File: src/rtl/pwm_fade_sequencer.sv
// Fade sequencer: steps each channel's duty toward its target once per tick
// and pushes every step to the PWM driver as a 16-bit SPI mode-0 write.
module pwm_fade_sequencer #(
    parameter int SCLK_DIV = 2,
    parameter int TICK_DIV = 1024
) (
    input  logic       clk,
    input  logic       reset,
    input  logic       tgt_valid,
    output logic       tgt_ready,
    input  logic [2:0] tgt_ch,
    input  logic [7:0] tgt_duty,
    output logic       sclk,
    output logic       cs,
    output logic       mosi,
    output logic       busy
);
    typedef enum logic [1:0] {IDLE, SCAN, SHIFT, GAP} state_t;

    localparam int TW = $clog2(TICK_DIV);
    localparam int CW = $clog2(2 * SCLK_DIV);
    localparam logic [TW-1:0] TICK_END = TW'(TICK_DIV - 1);
    localparam logic [CW-1:0] HALF_END = CW'(SCLK_DIV - 1);
    localparam logic [CW-1:0] GAP_END  = CW'(2 * SCLK_DIV - 1);

    state_t        state, state_n;
    logic [7:0]    tgt [0:6];
    logic [7:0]    cur [0:6];
    logic [TW-1:0] tick_cnt;
    logic          pending;
    logic [2:0]    idx;
    logic [15:0]   shreg;
    logic [3:0]    bit_cnt;
    logic [CW-1:0] cnt;

    logic       tick_wrap, start, differ, last, half_end;
    logic [7:0] cur_sel, tgt_sel, step;

    assign tick_wrap = (tick_cnt == TICK_END);
    assign start     = (state == IDLE) && pending;
    assign cur_sel   = cur[idx];
    assign tgt_sel   = tgt[idx];
    assign differ    = (cur_sel != tgt_sel);
    assign step      = (tgt_sel > cur_sel) ? cur_sel + 8'd1 : cur_sel - 8'd1;
    assign last      = (idx == 3'd6);
    assign half_end  = (cnt == HALF_END);

    always_ff @(posedge clk or negedge reset) begin
        if (!reset) state <= IDLE;
        else        state <= state_n;
    end

    always_comb begin
        state_n = state;
        unique case (state)
            IDLE:  if (pending) state_n = SCAN;
            SCAN: begin
                if (differ)    state_n = SHIFT;
                else if (last) state_n = IDLE;
            end
            SHIFT: if (half_end && sclk && bit_cnt == 4'd15) state_n = GAP;
            GAP:   if (cnt == GAP_END) state_n = last ? IDLE : SCAN;
            default: state_n = IDLE;
        endcase
    end

    always_comb begin
        cs   = (state != SHIFT);
        mosi = (state == SHIFT) && shreg[15];
        busy = (state != IDLE);
    end

    // A tick arriving while a pass is already owed is dropped, not queued.
    always_ff @(posedge clk or negedge reset) begin
        if (!reset) begin
            tgt_ready <= 1'b0;
            tick_cnt  <= '0;
            pending   <= 1'b0;
            idx       <= '0;
            shreg     <= '0;
            bit_cnt   <= '0;
            cnt       <= '0;
            sclk      <= 1'b0;
            for (int i = 0; i < 7; i++) begin
                tgt[i] <= '0;
                cur[i] <= '0;
            end
        end else begin
            tgt_ready <= 1'b1;
            tick_cnt  <= tick_wrap ? '0 : tick_cnt + 1'b1;
            pending   <= (pending & ~start) | (tick_wrap & ~pending);
            if (tgt_valid && tgt_ready) begin
                for (int i = 0; i < 7; i++)
                    if (tgt_ch == 3'd7 || tgt_ch == 3'(i)) tgt[i] <= tgt_duty;
            end
            unique case (state)
                IDLE: begin
                    idx  <= '0;
                    cnt  <= '0;
                    sclk <= 1'b0;
                end
                SCAN: begin
                    cnt     <= '0;
                    bit_cnt <= '0;
                    sclk    <= 1'b0;
                    if (differ) begin
                        cur[idx] <= step;
                        shreg    <= {1'b1, 4'b0000, idx, step};
                    end else begin
                        idx <= idx + 1'b1;
                    end
                end
                SHIFT: begin
                    if (half_end) begin
                        cnt  <= '0;
                        sclk <= ~sclk;
                        if (sclk) begin
                            shreg   <= {shreg[14:0], 1'b0};
                            bit_cnt <= bit_cnt + 1'b1;
                        end
                    end else begin
                        cnt <= cnt + 1'b1;
                    end
                end
                GAP: begin
                    if (cnt == GAP_END) begin
                        cnt <= '0;
                        idx <= idx + 1'b1;
                    end else begin
                        cnt <= cnt + 1'b1;
                    end
                end
                default: ;
            endcase
        end
    end
endmodule

File: config.mk
export PLATFORM = sky130hd
export DESIGN_NAME = pwm_fade_sequencer
export DESIGN_NICKNAME = d
export VERILOG_FILES = /design/src/rtl/pwm_fade_sequencer.sv
export SDC_FILE = /design/constraint.sdc
export NUM_CORES = 1
export LEC_CHECK = 0
export BUFFER_PORTS_ARGS = -buffer_cell sky130_fd_sc_hd__buf_2
export CAP_MARGIN = 30
export CORE_AREA = 2 2 133 135
export CTS_CLUSTER_SIZE = 12
export DETAILED_ROUTE_END_ITERATION = 8
export DIE_AREA = 0 0 135 137
export SLEW_MARGIN = 30
export SYNTH_ARGS = -nofsm -noshare
export SYNTH_HDL_FRONTEND = slang
export SYNTH_SLANG_ARGS = --single-unit
File: constraint.sdc
create_clock -name clk -period 6 [get_ports clk]
set_clock_uncertainty 0.1 [all_clocks]
set_input_delay 0.6 -clock clk [delete_from_list [all_inputs] [get_ports clk]]
set_output_delay 0.6 -clock clk [all_outputs]
set_load 0.05 [all_outputs]
======== Word-level counts from Yosys, hierarchy flattened ========
Index checks and enable logic that the tools add are counted.
W data, S select, Z words.
word-level totals
  flip-flop bits (word level) ............. 152
  output and inout port bits .............. 5
operators by class
  bitwise logic cells ..................... 7
  reductions and logical operators ........ 33
  muxes and demuxes ....................... 33
  order comparisons ....................... 3
  $add $sub $neg .......................... 6
  equality and inequality tests ........... 25
operator list
  kind                     number
  $bwmux W56               1
  $bmux W8 S3              2
  $mux W16                 3
  $mux W8                  6
  $pmux W16 S2             1
  $demux W8 S3             1
  $reduce_and A2 Y1        9
  $ne A2 B2 Y1 const B     8
  $eq A3 B3 Y1 const B     5
  $mux W2                  7
  $add A10 B1 Y10 const B  1
  $eq A10 B10 Y1 const B   1
  $mux W10                 1
  $pmux W3 S3              1
  $add A8 B1 Y8 const B    1
  $gt A8 B8 Y1             1
  $mux W4                  2
  $ne A8 B8 Y1             1
  $pmux W2 S4              1
  $pmux W4 S2              1
  $reduce_and A4 Y1        2
  $sub A8 B1 Y8 const B    1
  $logic_or A1 B1 Y1       7
  $eq A2 B2 Y1 const B     3
  other kinds (25)         40

======== Longest topological paths before layout ========
Gate-level depths: netlist of run 1.
  depth in word-level cells ............... 8
  depth in mapped cells ................... 20
  mapped depth without buffers ............ 17

======== Least setup slack after synthesis of run 1 ========
Ideal clock, no wire load.
  path type ............................... register -> register
  from .................................... reg idx[2]
  to ...................................... reg cur[14] (netlist bit)
  cell stages (with the launch flop) ...... 20
  arrival ................................. 4,453 ps
  buffers on the path ..................... 4
  library setup time ...................... 66 ps
  path slack .............................. 1,380 ps
  path through ............................ dfrtp_1 clkbuf_1 buf_2 buf_1 mux2_2 nand2_1 o221ai_1 ha_1 and3_1 and3_1 buf_2 o22ai_1 inv_1 ha_1 nor2b_1 o21ai_1 a21boi_0 or2_2 o311ai_2 mux2_2
between the ends
  word-level cells in the longest chain between the ends .. 7
  elaborated cells between the ends (all ways) .. 19
  those cells by class .................... 2 x add/sub; 3 x order compare; 1 x eq/ne; 10 x mux; 1 x bitwise; 2 x reduce/logical
ends and longest elaborated chain
  what                                      RTL line     source
  start: declaration                        31           logic [2:0] idx;
  start signal: assignment                  110          idx <= idx + 1'b1;
  start signal: assignment                  128          idx <= idx + 1'b1;
  $not A3 Y4 (implied by the code) *        41, 42, 107
  $bmux W8 S3 (on tied branches)            41, 42
  $mux W8 (on tied branches) (2 in series)  41, 42
  $sub A8 B1 Y8 (tied with other cells)     44           assign step = (tgt_sel > cur_sel) ? cur_sel + 8'd1 : cur_sel - 8'd1;
  $mux W8                                   44
  $bwmux W56                                107          cur[idx] <= step;
  end signal: indexed assignment            107
  end: declaration                          28           logic [7:0] cur [0:6];
Mark *: on every way between the ends. The rest lies on a longest branch, timed or not. The select of a mux whose other input is x is not followed.
A chain may end at the register's enable or synchronous reset.

======== Final worst setup path of run 1 ========
  from .................................... reg idx[1]
  to ...................................... reg cur[22] (netlist bit)
Same word-level chain as after synthesis.

==> results.py, run 1 <==
metrics = {
    "run_status": {
        "status": "completed",
    },
    "critical_path": {
        "crit_path_start_kind": "flop",
        "endpoint_kind": "flop",
        "critPathRequiredTime_ps": 6250,
        "worstSetupEndpoint": "cur[22]$_DFFE_PN0P_",
        "reg2reg_to": "cur[22]$_DFFE_PN0P_",
        "crit_fanout": 15,
        "cp.arrival_ps": 5660,
        "regToRegSetupSlack_ps": 600,
        "reg2reg_depth": 15,
        "criticalPathCategory": "reg2reg",
        "crit_start": "idx[1]$_DFFE_PN0P_",
        "reg2reg_from": "idx[1]$_DFFE_PN0P_",
    },
    "synth": {
        "ys_ff_latch": 152,
        "async_flop_share": 1.000,
        "synth_top_cell_by_area": "dfrtp_1",
        "synth_warnings": 0,
        "synth_edf_count": 0,
        "yosys-top-cells-area": "dfrtp_1, mux2_2, nand2_1",
        "syn_inst": 697,
        "synth.yosys.seq_area_share": 0.5031,
        "syn_nets": 739,
        "syn_avg_cell_area_sq_um": 10.85,
        "synth_top_area_share": 0.5031,
        "netlist_area_sq_um": 7561,
        "ys.flop_type": "dfrtp_1",
        "ys_types": 63,
    },
    "detailed_routing": {
        "routedWlPerCell_microns": 17.93,
        "dr_total_vias": 5155,
        "ant_nets": 0,
        "viasPerCell": 5.461,
        "wl_mm": 16.92,
        "drt-pass1-iter-count": 5,
        "drtIter0Drc": 252,
        "drc_errors": 0,
    },
    "grt": {
        "gr-total-overflow": 0,
        "grt_max_degree": 86,
        "grtUsageTotal": 0.2022,
        "grt_pass1_wl_mm": 28.81,
        "antenna_found_initial": 0,
        "grt_pass1_vias": 5473,
    },
    "timing": {
        "hold_viol_final": 0,
        "rsz0062_at_grt": "no",
        "fmax_mhz": 185.1,
        "relSlewSlack": 0.3574,
        "setup_viol": 0,
        "min_period_over_period": 0.9003,
        "drv_slew": 0,
        "worst_slew_pin_slew_ps": 959.7,
        "final.setup.tns_ps": 0,
        "finalCriticalPeriod_ps": 5402,
    },
    "cells_and_area": {
        "area_growth_pct": 11.45,
        "final_nets": 748,
        "fill_cells": 1510,
        "design_area_sq_um": 8427,
        "n_antenna_cell": 0,
        "drive_gt1_frac": 0.2156,
        "final_cell_mix": "dfrtp_1, nand2_1, mux2_2",
        "layout_commonest_cell": "dfrtp_1",
    },
    "floorplanning": {
        "die_area_sq_um": 18500,
        "die_x_microns": 135,
        "pin_count": 19,
        "dieHeight_microns": 137,
        "core_sq_um": 17060,
        "rows": 48,
        "start_util": 0.4433,
    },
    "pwr": {
        "power_density_nw_per_um2": 304.2,
        "pwr-share-comb": 0.143,
        "switchingPower_mw": 0.6668,
        "switching_share": 0.2601,
        "leakagePower_nw": 3.730,
        "clock_power_share": 0.402,
        "ir_drop_uv": 212.6,
        "internal-power_mw": 1.897,
        "finalPower_mw": 2.564,
        "pwr-share-seq": 0.455,
    },
    "clocking": {
        "cts_tree": "built",
        "path_clk_slew_ps": 60,
        "cts_buffers": 17,
        "cts_buffer_depth": 2,
        "insertion_delay_ps": 420,
        "cts_root_buf": "clkbuf_16",
        "cts.sinks": 152,
        "post_cts_buffers": 0,
        "cts_hold_buf": 0,
        "htree_levels": 4,
        "postCtsResizedCells": 0,
    },
    "place": {
        "placed_area_sq_um": 7846,
        "port_buffers": 18,
        "place.gp.congestion": 0.8635,
        "hpwl_mm": 11.47,
    },
    "hold_path": {
        "hp-class": "in2async",
    },
    "flow_run": {
        "cap_violations": 0,
    },
}
[per-layer routing]
layer  track usage  share of wire  vias up
li1              -              -     2459
met1        0.2651           0.46     2600
met2        0.3449           0.49       87
met3       0.04519          0.046        9
met4       0.04572         0.0077        0
met5             0              0        -
[worst min path at each step]
stage | start | endpoint | slack [ps] | depth (start not counted)
after floorplan | reset | async pin | 200 | 0
after global placement | tick_cnt[0]$_DFF_PN0_ | tick_cnt[0]$_DFF_PN0_ | 350 | 1
after detailed placement | shreg[12]$_DFFE_PN0P_ | shreg[12]$_DFFE_PN0P_ | 360 | 2
after CTS | reset | bit_cnt[1]$_DFFE_PN0P_ | 160 | 1
after global routing | reset | bit_cnt[0]$_DFFE_PN0P_ | 190 | 1
final | reset | bit_cnt[1]$_DFFE_PN0P_ | 130 | 1
[stage by stage]
step	std cells	util	hold slack (ps)	setup WS, ps
floorplan	697	-	204.4	1380
finish	944	0.4941	131.1	598.3
CTS	944	0.4938	163.1	611.1
global route	944	0.4941	186.5	217.2
global placement	912	0.4600	351.5	844.6
detailed placement	912	0.4600	362.1	641.9
[flip-flops by register name, summed over array words and instances, names as in the netlist, named ones only]
register,flops
bit_cnt,4
cnt,2
cur,56
idx,3
pending,1
sclk,1
shreg,16
state,1
tgt,56
tgt_ready,1
tick_cnt,10
[critical path, stage by stage (launching register included)]
cell,delay [ps]
dfrtp_1,720
nor2b_1,790
a22oi_2,170
mux2_4,320
inv_2,230
ha_1,300
and3_1,230
o22ai_1,370
inv_1,210
ha_1,370
nor2b_1,150
o21ai_1,170
a21boi_0,140
or2_2,300
o311ai_2,500
mux2_2,270
[area by class of cell]
type	count	area, sq um	share of cell area
clock buffers	22	484.2	0.05746
clock inverters	10	92.59	0.01099
inverters	22	82.58	0.009800
multi-input cells	488	3527	0.4186
flip-flops and latches	152	3806	0.4517
well taps	225	281.5	0.03341
repair buffers	25	152.6	0.01811
[logic make-up (layout without fill, tap and decap cells)]
group | Yosys count | after routing | share of synthesized area
other cells | 1 | 1 | 0.0004960
buf+inv | 57 | 79 | 0.03045
xor+xnor | 17 | 17 | 0.02168
fa+ha+maj | 28 | 28 | 0.04733
flops | 152 | 152 | 0.5031
compound gates | 147 | 147 | 0.1198
mux | 103 | 103 | 0.1651
simple gates | 192 | 192 | 0.1120
[power by group through the flow]
stage / clock network, mW / registers (mW) / logic, mW
5_1_grt: 1.11 / 1.18 / 0.414
3_3_place_gp: 0 / 1.18 / 0.354
6_report: 1.03 / 1.17 / 0.368
3_5_place_dp: 0 / 1.18 / 0.370
4_1_cts: 1.05 / 1.16 / 0.370
2_1_floorplan: 0 / 1.17 / 0.267
[synth_stat cells, types with 2 or more instances]
master and instances:
dfrtp_1 152, nand2_1 102, mux2_2 68, o21ai_0 62, nor2_1 45, a21oi_1 31, ha_1 27, clkbuf_1 22
mux2i_1 22, inv_1 20, nand3_1 14, mux4_2 10, o21ai_1 9, xor2_1 9, a21o_1 8, buf_2 7
xnor2_1 6, buf_1 5, nand4_1 5, nor2b_1 5, o211ai_1 4, a221oi_1 3, a31oi_1 3, and2_1 3
nand2b_1 3, nor3b_2 3, o22ai_1 3, a22o_1 2, and3_1 2, and4_1 2, mux2_1 2, nor3_1 2
o21a_1 2, o221a_2 2, o221ai_1 2, o31ai_1 2, or3_1 2
Power figures use the tool's default switching activity.
==> run 2, diff against run 1 <==
--- a/config.mk
+++ b/config.mk
@@ -7,10 +7,14 @@
 export LEC_CHECK = 0
 export BUFFER_PORTS_ARGS = -buffer_cell sky130_fd_sc_hd__buf_2
 export CAP_MARGIN = 30
+export CELL_PAD_IN_SITES_DETAIL_PLACEMENT = 0
+export CELL_PAD_IN_SITES_GLOBAL_PLACEMENT = 1
 export CORE_AREA = 2 2 133 135
 export CTS_CLUSTER_SIZE = 12
 export DETAILED_ROUTE_END_ITERATION = 8
 export DIE_AREA = 0 0 135 137
+export PLACE_DENSITY_LB_ADDON = 0.1
+export RECOVER_POWER = 100
 export SLEW_MARGIN = 30
 export SYNTH_ARGS = -nofsm -noshare
 export SYNTH_HDL_FRONTEND = slang
==> constraint.sdc (replaced) <==
create_clock -name clk -period 5.3 [get_ports clk]
set_clock_uncertainty 0.1 [all_clocks]
set_input_delay 0.53 -clock clk [delete_from_list [all_inputs] [get_ports clk]]
set_output_delay 0.53 -clock clk [all_outputs]
set_load 0.05 [all_outputs]
==> run 2 against run 1 <==
Net effect: critical path depth increased by 2; the run now ends with max-capacitance violations, max-slew violations left; utilization rose by 0.59 points; sequential power is 14% higher; sequential share of layout area down 0.50 points; non-clock buffer count is 9 higher; worst hold slack improved by 200 ps; flip-flop and latch count stayed put; total power up 20%; routed wire length rose by 4.1%.
==> results.py, run 2 (same netlist as run 1, synthesis figures left out) <==
metrics = {
    "pwr": {
        "leakagePower_nw": 3.761,
        "finalPower_mw": 3.070,
        "switchingPower_mw": 0.7951,
        "ir_drop_uv": 222.9,
        "switching_share": 0.2589,
        "clock_power_share": 0.429,
        "internal-power_mw": 2.275,
        "power_density_nw_per_um2": 360.1,
        "pwr-share-seq": 0.432,
        "pwr-share-comb": 0.139,
    },
    "timing": {
        "finalCriticalPeriod_ps": 4886,
        "fmax_mhz": 204.6,
        "worst_slew_pin_slew_ps": 2740,
        "rsz0062_at_grt": "no",
        "hold_viol_final": 0,
        "setup_viol": 0,
        "drv_slew": 136,
        "relSlewSlack": -0.8264,
        "holdWs_ps": 327.2,
        "min_period_over_period": 0.9220,
        "final.setup.tns_ps": 0,
    },
    "critical_path": {
        "cp.arrival_ps": 5060,
        "endpoint_kind": "flop",
        "crit_fanout": 22,
        "crit_path_start_kind": "flop",
        "critPathRequiredTime_ps": 5470,
        "criticalPathCategory": "reg2reg",
    },
    "detailed_routing": {
        "routedWlPerCell_microns": 18.49,
        "drt-pass1-iter-count": 4,
        "dr_total_vias": 5103,
        "viasPerCell": 5.355,
        "drc_errors": 0,
        "drtIter0Drc": 264,
        "ant_nets": 0,
        "wl_mm": 17.62,
    },
    "run_status": {
        "status": "finished with violations",
        "violations": "max-capacitance violations, max-slew violations",
    },
    "clocking": {
        "path_clk_slew_ps": 60,
        "post_cts_buffers": 0,
        "cts.sinks": 152,
        "cts_root_buf": "clkbuf_16",
        "htree_levels": 4,
        "cts_buffers": 17,
        "cts_buffer_depth": 2,
        "cts_tree": "built",
        "insertion_delay_ps": 420,
    },
    "place": {
        "hpwl_mm": 12.04,
        "place.gp.congestion": 0.8273,
        "dp.cells": 921,
        "port_buffers": 18,
    },
    "floorplanning": {
        "rows": 48,
        "core_sq_um": 17060,
        "die_area_sq_um": 18500,
        "start_util": 0.4433,
        "die_x_microns": 135,
        "pin_count": 19,
        "dieHeight_microns": 137,
    },
    "hold_path": {
        "hp-class": "in2reg",
    },
    "cells_and_area": {
        "drive_gt1_frac": 0.2060,
        "n_antenna_cell": 0,
        "area_growth_pct": 12.78,
        "biggestRegsByFlops": "cur (56), tgt (56), shreg (16)",
        "final_cell_mix": "dfrtp_1, nand2_1, o21ai_0",
        "utilization": 0.4999,
        "final_nets": 757,
        "stdcell_count": 953,
        "layout_commonest_cell": "dfrtp_1",
    },
    "flow_run": {
        "cap_violations": 4,
    },
    "grt": {
        "grt_pass1_wl_mm": 28.90,
        "gr-total-overflow": 0,
        "grt_max_degree": 109,
        "grtUsageTotal": 0.2069,
        "grt_pass1_vias": 5225,
        "antenna_found_initial": 0,
    },
}
## run 2: critical path, cell delays in order, from the launching register on
cell and delay [ps]:
dfrtp_4 640, mux2i_1 290, nor2_1 100, a21oi_1 140, nor2_1 60, a311oi_1 430, ha_1 340, and3_1 170
and3_1 200, o22ai_1 360, inv_1 210, ha_1 370, a21oi_1 230, o21ai_0 160, a21o_1 230, a211oi_4 300
xnor2_2 240, o21ai_0 150
## run 2: cell type report
type,instances,area [sq um]
clock inverters,13,192.7
clock buffers,19,452.9
well taps,225,281.5
flip-flops and latches,152,3809
inverters,22,82.58
repair buffers,34,197.7
fillers,1573,8529
multi-input cells,488,3511
## run 2: stage by stage
step                      setup WS, ps  cell area, sq um
after floorplan                  680.3              7561
after global placement           303.7              7926
after detailed placement         200.9              7930
after CTS                        164.6              8576
after global routing             15.27              8527
final                            413.6              8527
## run 2: metal layers
layer	vias to the layer above	track usage	wire length (microns)
li1	2478	-	-
met1	2567	0.2817	8486
met2	49	0.3421	8412
met3	9	0.04111	548
met4	0	0.05150	172
met5	-	0	0
## run 2: power by group through the flow
stage,Sequential (mW),Combinational (mW),Clock (mW)
after floorplan,1.32,0.302,0
after global placement,1.34,0.430,0
after detailed placement,1.34,0.438,0
after CTS,1.32,0.440,1.35
after global routing,1.34,0.479,1.40
final,1.33,0.428,1.32
## run 2: final timing paths
check	start	end	slack, ps	depth (start not counted)
worst min-delay path	tgt_duty[0]	tgt[16]$_DFFE_PN0P_	330	2
worst min register to register	tick_cnt[0]$_DFF_PN0_	tick_cnt[0]$_DFF_PN0_	360	1
min in group asynchronous	reset	tgt[53]$_DFFE_PN0P_	830	1
worst max register to register	idx[2]$_DFFE_PN0P_	cur[31]$_DFFE_PN0P_	410	17
max in group asynchronous	reset	tgt_ready$_DFF_PN0_	1960	2
worst max-delay path	idx[2]$_DFFE_PN0P_	cur[31]$_DFFE_PN0P_	410	17
## run 2: what timing repair did
action,in CTS,in global routing
setup endpoints to repair,0,9
hold buffers,0,0
resized for setup,0,2
==> run 3, diff against run 2 <==
--- a/config.mk
+++ b/config.mk
@@ -5,6 +5,7 @@
 export SDC_FILE = /design/constraint.sdc
 export NUM_CORES = 1
 export LEC_CHECK = 0
+export ABC_AREA = 1
 export BUFFER_PORTS_ARGS = -buffer_cell sky130_fd_sc_hd__buf_2
 export CAP_MARGIN = 30
 export CELL_PAD_IN_SITES_DETAIL_PLACEMENT = 0
==> constraint.sdc (replaced) <==
create_clock -name clk -period 6.3 [get_ports clk]
set_clock_uncertainty 0.1 [all_clocks]
set_input_delay 0.63 -clock clk [delete_from_list [all_inputs] [get_ports clk]]
set_output_delay 0.63 -clock clk [all_outputs]
set_load 0.05 [all_outputs]
==> run 3 against run 2 <==
Net effect: the run still ends with max-capacitance violations, max-slew violations left; count of clock-buffer cells in the layout is the same; maximum frequency fell by 8.7%; first-iteration DRC count is 33% higher; die area is the same; routed wire length is 8.6% higher; sequential power decreased by 18%; critical path depth up 3; synthesized area fell by 0.35%; final cell count rose by 19%; critical path type unchanged; largest cell class unchanged.
==> results.py, run 3 <==
metrics = {
    "cells_and_area": {
        "final_nets": 940,
        "n_antenna_cell": 0,
        "biggestRegsByFlops": "cur (56), tgt (56), shreg (16)",
        "final_cell_mix": "nand2_1, dfrtp_1, o21ai_0",
        "drive_gt1_frac": 0.07464,
        "area_growth_pct": 10.59,
        "layout_commonest_cell": "nand2_1",
    },
    "synth": {
        "netlist_area_sq_um": 7535,
        "ys.flop_type": "dfrtp_1",
        "synth_warnings": 0,
        "syn_inst": 885,
        "synth_common_cells": "nand2_1, dfrtp_1, o21ai_0",
        "yosys-top-cells-area": "dfrtp_1, nand2_1, o21ai_0",
        "ys_ff_latch": 152,
        "ys_types": 46,
        "synth.yosys.seq_area_share": 0.5048,
        "yosysMostFrequentCell": "nand2_1",
        "async_flop_share": 1.000,
        "synth_edf_count": 0,
        "syn_avg_cell_area_sq_um": 8.514,
        "syn_nets": 927,
        "synth_top_cell_by_area": "dfrtp_1",
        "synth_top_area_share": 0.5048,
    },
    "grt": {
        "antenna_found_initial": 0,
        "grt_pass1_vias": 5740,
        "gr-total-overflow": 0,
        "grtUsageTotal": 0.2209,
        "grt_pass1_wl_mm": 30.84,
        "grt_max_degree": 100,
    },
    "run_status": {
        "violations": "max-capacitance violations, max-slew violations",
        "status": "finished with violations",
    },
    "pwr": {
        "pwr-share-comb": 0.119,
        "ir_drop_uv": 191.3,
        "switching_share": 0.2711,
        "internal-power_mw": 1.776,
        "switchingPower_mw": 0.6606,
        "pwr-share-seq": 0.446,
        "power_density_nw_per_um2": 292.4,
        "finalPower_mw": 2.436,
        "clock_power_share": 0.436,
        "leakagePower_nw": 4.038,
    },
    "clocking": {
        "cts_root_buf": "clkbuf_16",
        "path_clk_slew_ps": 60,
        "cts_tree": "built",
        "post_cts_buffers": 0,
        "cts_hold_buf": 0,
        "insertion_delay_ps": 430,
        "cts.sinks": 152,
        "htree_levels": 4,
        "postCtsResizedCells": 0,
        "cts_buffers": 17,
        "cts_buffer_depth": 2,
    },
    "critical_path": {
        "reg2reg_depth": 20,
        "regToRegSetupSlack_ps": 950,
        "crit_top_cell": "nand2_1",
        "crit_path_start_kind": "flop",
        "cp_slowest_cell": "nor2_1",
        "cp.arrival_ps": 5550,
        "endpoint_kind": "flop",
        "crit_fanout": 13,
        "cp_slowest_stage_delay_ps": 940,
        "crit_chain": "inv_2 > nor2_1 > inv_2 > nor2_1 > inv_1 > o22ai_1 > a21oi_1 > and2_1 > ha_1 > nand2_1 > inv_1 > nand4_1 > nand2_1 > ha_1 > a21oi_1 > o21ai_0 > xnor2_1 > nand2_1 > o211ai_1 > o21ai_1",
        "critPathRequiredTime_ps": 6500,
        "criticalPathCategory": "reg2reg",
    },
    "hold_path": {
        "hp-class": "in2async",
    },
    "detailed_routing": {
        "ant_nets": 0,
        "drc_errors": 0,
        "viasPerCell": 5.240,
        "wl_mm": 19.13,
        "dr_total_vias": 5953,
        "drtIter0Drc": 351,
        "routedWlPerCell_microns": 16.84,
        "drt-pass1-iter-count": 5,
    },
    "floorplanning": {
        "die_x_microns": 135,
        "rows": 48,
        "core_sq_um": 17060,
        "die_area_sq_um": 18500,
        "dieHeight_microns": 137,
        "start_util": 0.4418,
        "pin_count": 19,
    },
    "timing": {
        "setup_viol": 0,
        "relSlewSlack": -0.9441,
        "worst_slew_pin_slew_ps": 2916,
        "hold_viol_final": 0,
        "drv_slew": 55,
        "fmax_mhz": 186.8,
        "min_period_over_period": 0.8496,
        "rsz0062_at_grt": "no",
        "final.setup.tns_ps": 0,
        "finalCriticalPeriod_ps": 5353,
    },
    "place": {
        "place.gp.congestion": 0.8548,
        "hpwl_mm": 12.92,
        "port_buffers": 18,
    },
    "flow_run": {
        "cap_violations": 1,
    },
}
## run 3: cell types whose count changed in the layout (fill, tap and decap cells not counted), sizes merged, moves of 5 or more
cell / delta
o21ai: +52
nand4: +9
nand2: +153
nor2b: -5
buf: -11
a22oi: +6
mux2: -71
a22o: +9
a21o: -8
nor2: -9
nand3: +22
mux2i: -22
mux4: -10
inv: +91
## run 3: layout make-up
cell class / count / area (sq um)
clock buffers: 19 / 442.9
fillers: 1687 / 8723
inverters: 113 / 426.7
repair buffers: 20 / 98.84
well taps: 225 / 281.5
flip-flops and latches: 152 / 3804
multi-input cells: 594 / 3110
clock inverters: 13 / 168.9
## run 3: power by group through the flow
stage / Clock, mW / Sequential, mW / Combinational, mW
3_5_place_dp: 0 / 1.10 / 0.298
4_1_cts: 1.09 / 1.08 / 0.301
3_3_place_gp: 0 / 1.10 / 0.293
5_1_grt: 1.13 / 1.09 / 0.330
2_1_floorplan: 0 / 1.09 / 0.201
6_report: 1.06 / 1.09 / 0.289
## run 3: worst max-delay path, delay by kind of cell (launching register included)
family / cells / cell delay [ps]
buf+inv: 4 / 510
flops: 1 / 530
xor+xnor: 1 / 580
compound gates: 6 / 740
simple gates: 7 / 2140
fa+ha+maj: 2 / 630
## run 3: kinds of logic (layout without fill, tap and decap cells)
| group | count (synthesis) | after routing | synth area share |
|---|---|---|---|
| simple gates | 350 | 350 | 0.2006 |
| compound gates | 204 | 204 | 0.1583 |
| flops | 152 | 152 | 0.5048 |
| buf+inv | 139 | 165 | 0.07456 |
| fa+ha+maj | 28 | 28 | 0.04749 |
| xor+xnor | 11 | 11 | 0.01378 |
| other cells | 1 | 1 | 0.0004977 |
## run 3: layer usage
metal	wire length, microns	track usage
met5	0	0
met4	442	0.08449
met3	783	0.03926
met2	8695	0.3480
met1	9206	0.3054
## run 3: final timing paths
kind                                     start                    to
max                         idx[2]$_DFFE_PN0P_  shreg[4]$_DFFE_PN0P_
min                                      reset   cur[29]$_DFFE_PN0P_
max reg2reg                 idx[2]$_DFFE_PN0P_  shreg[4]$_DFFE_PN0P_
min reg2reg                cur[34]$_DFFE_PN0P_   cur[34]$_DFFE_PN0P_
max in group asynchronous                reset   cur[32]$_DFFE_PN0P_
min in group clk                   tgt_duty[7]   tgt[31]$_DFFE_PN0P_
## run 3: through the flow
step	utilization	cells	cell area, sq um	setup WS [ps]	hold WS, ps
floorplan	-	885	7535	2543	234.4
global placement	0.4569	1104	7792	1568	361.4
detailed placement	0.4570	1104	7795	1509	361.2
CTS	0.4929	1136	8407	1478	241.8
global route	0.4886	1136	8333	586.1	239.9
finish	0.4886	1136	8333	947.2	156.2
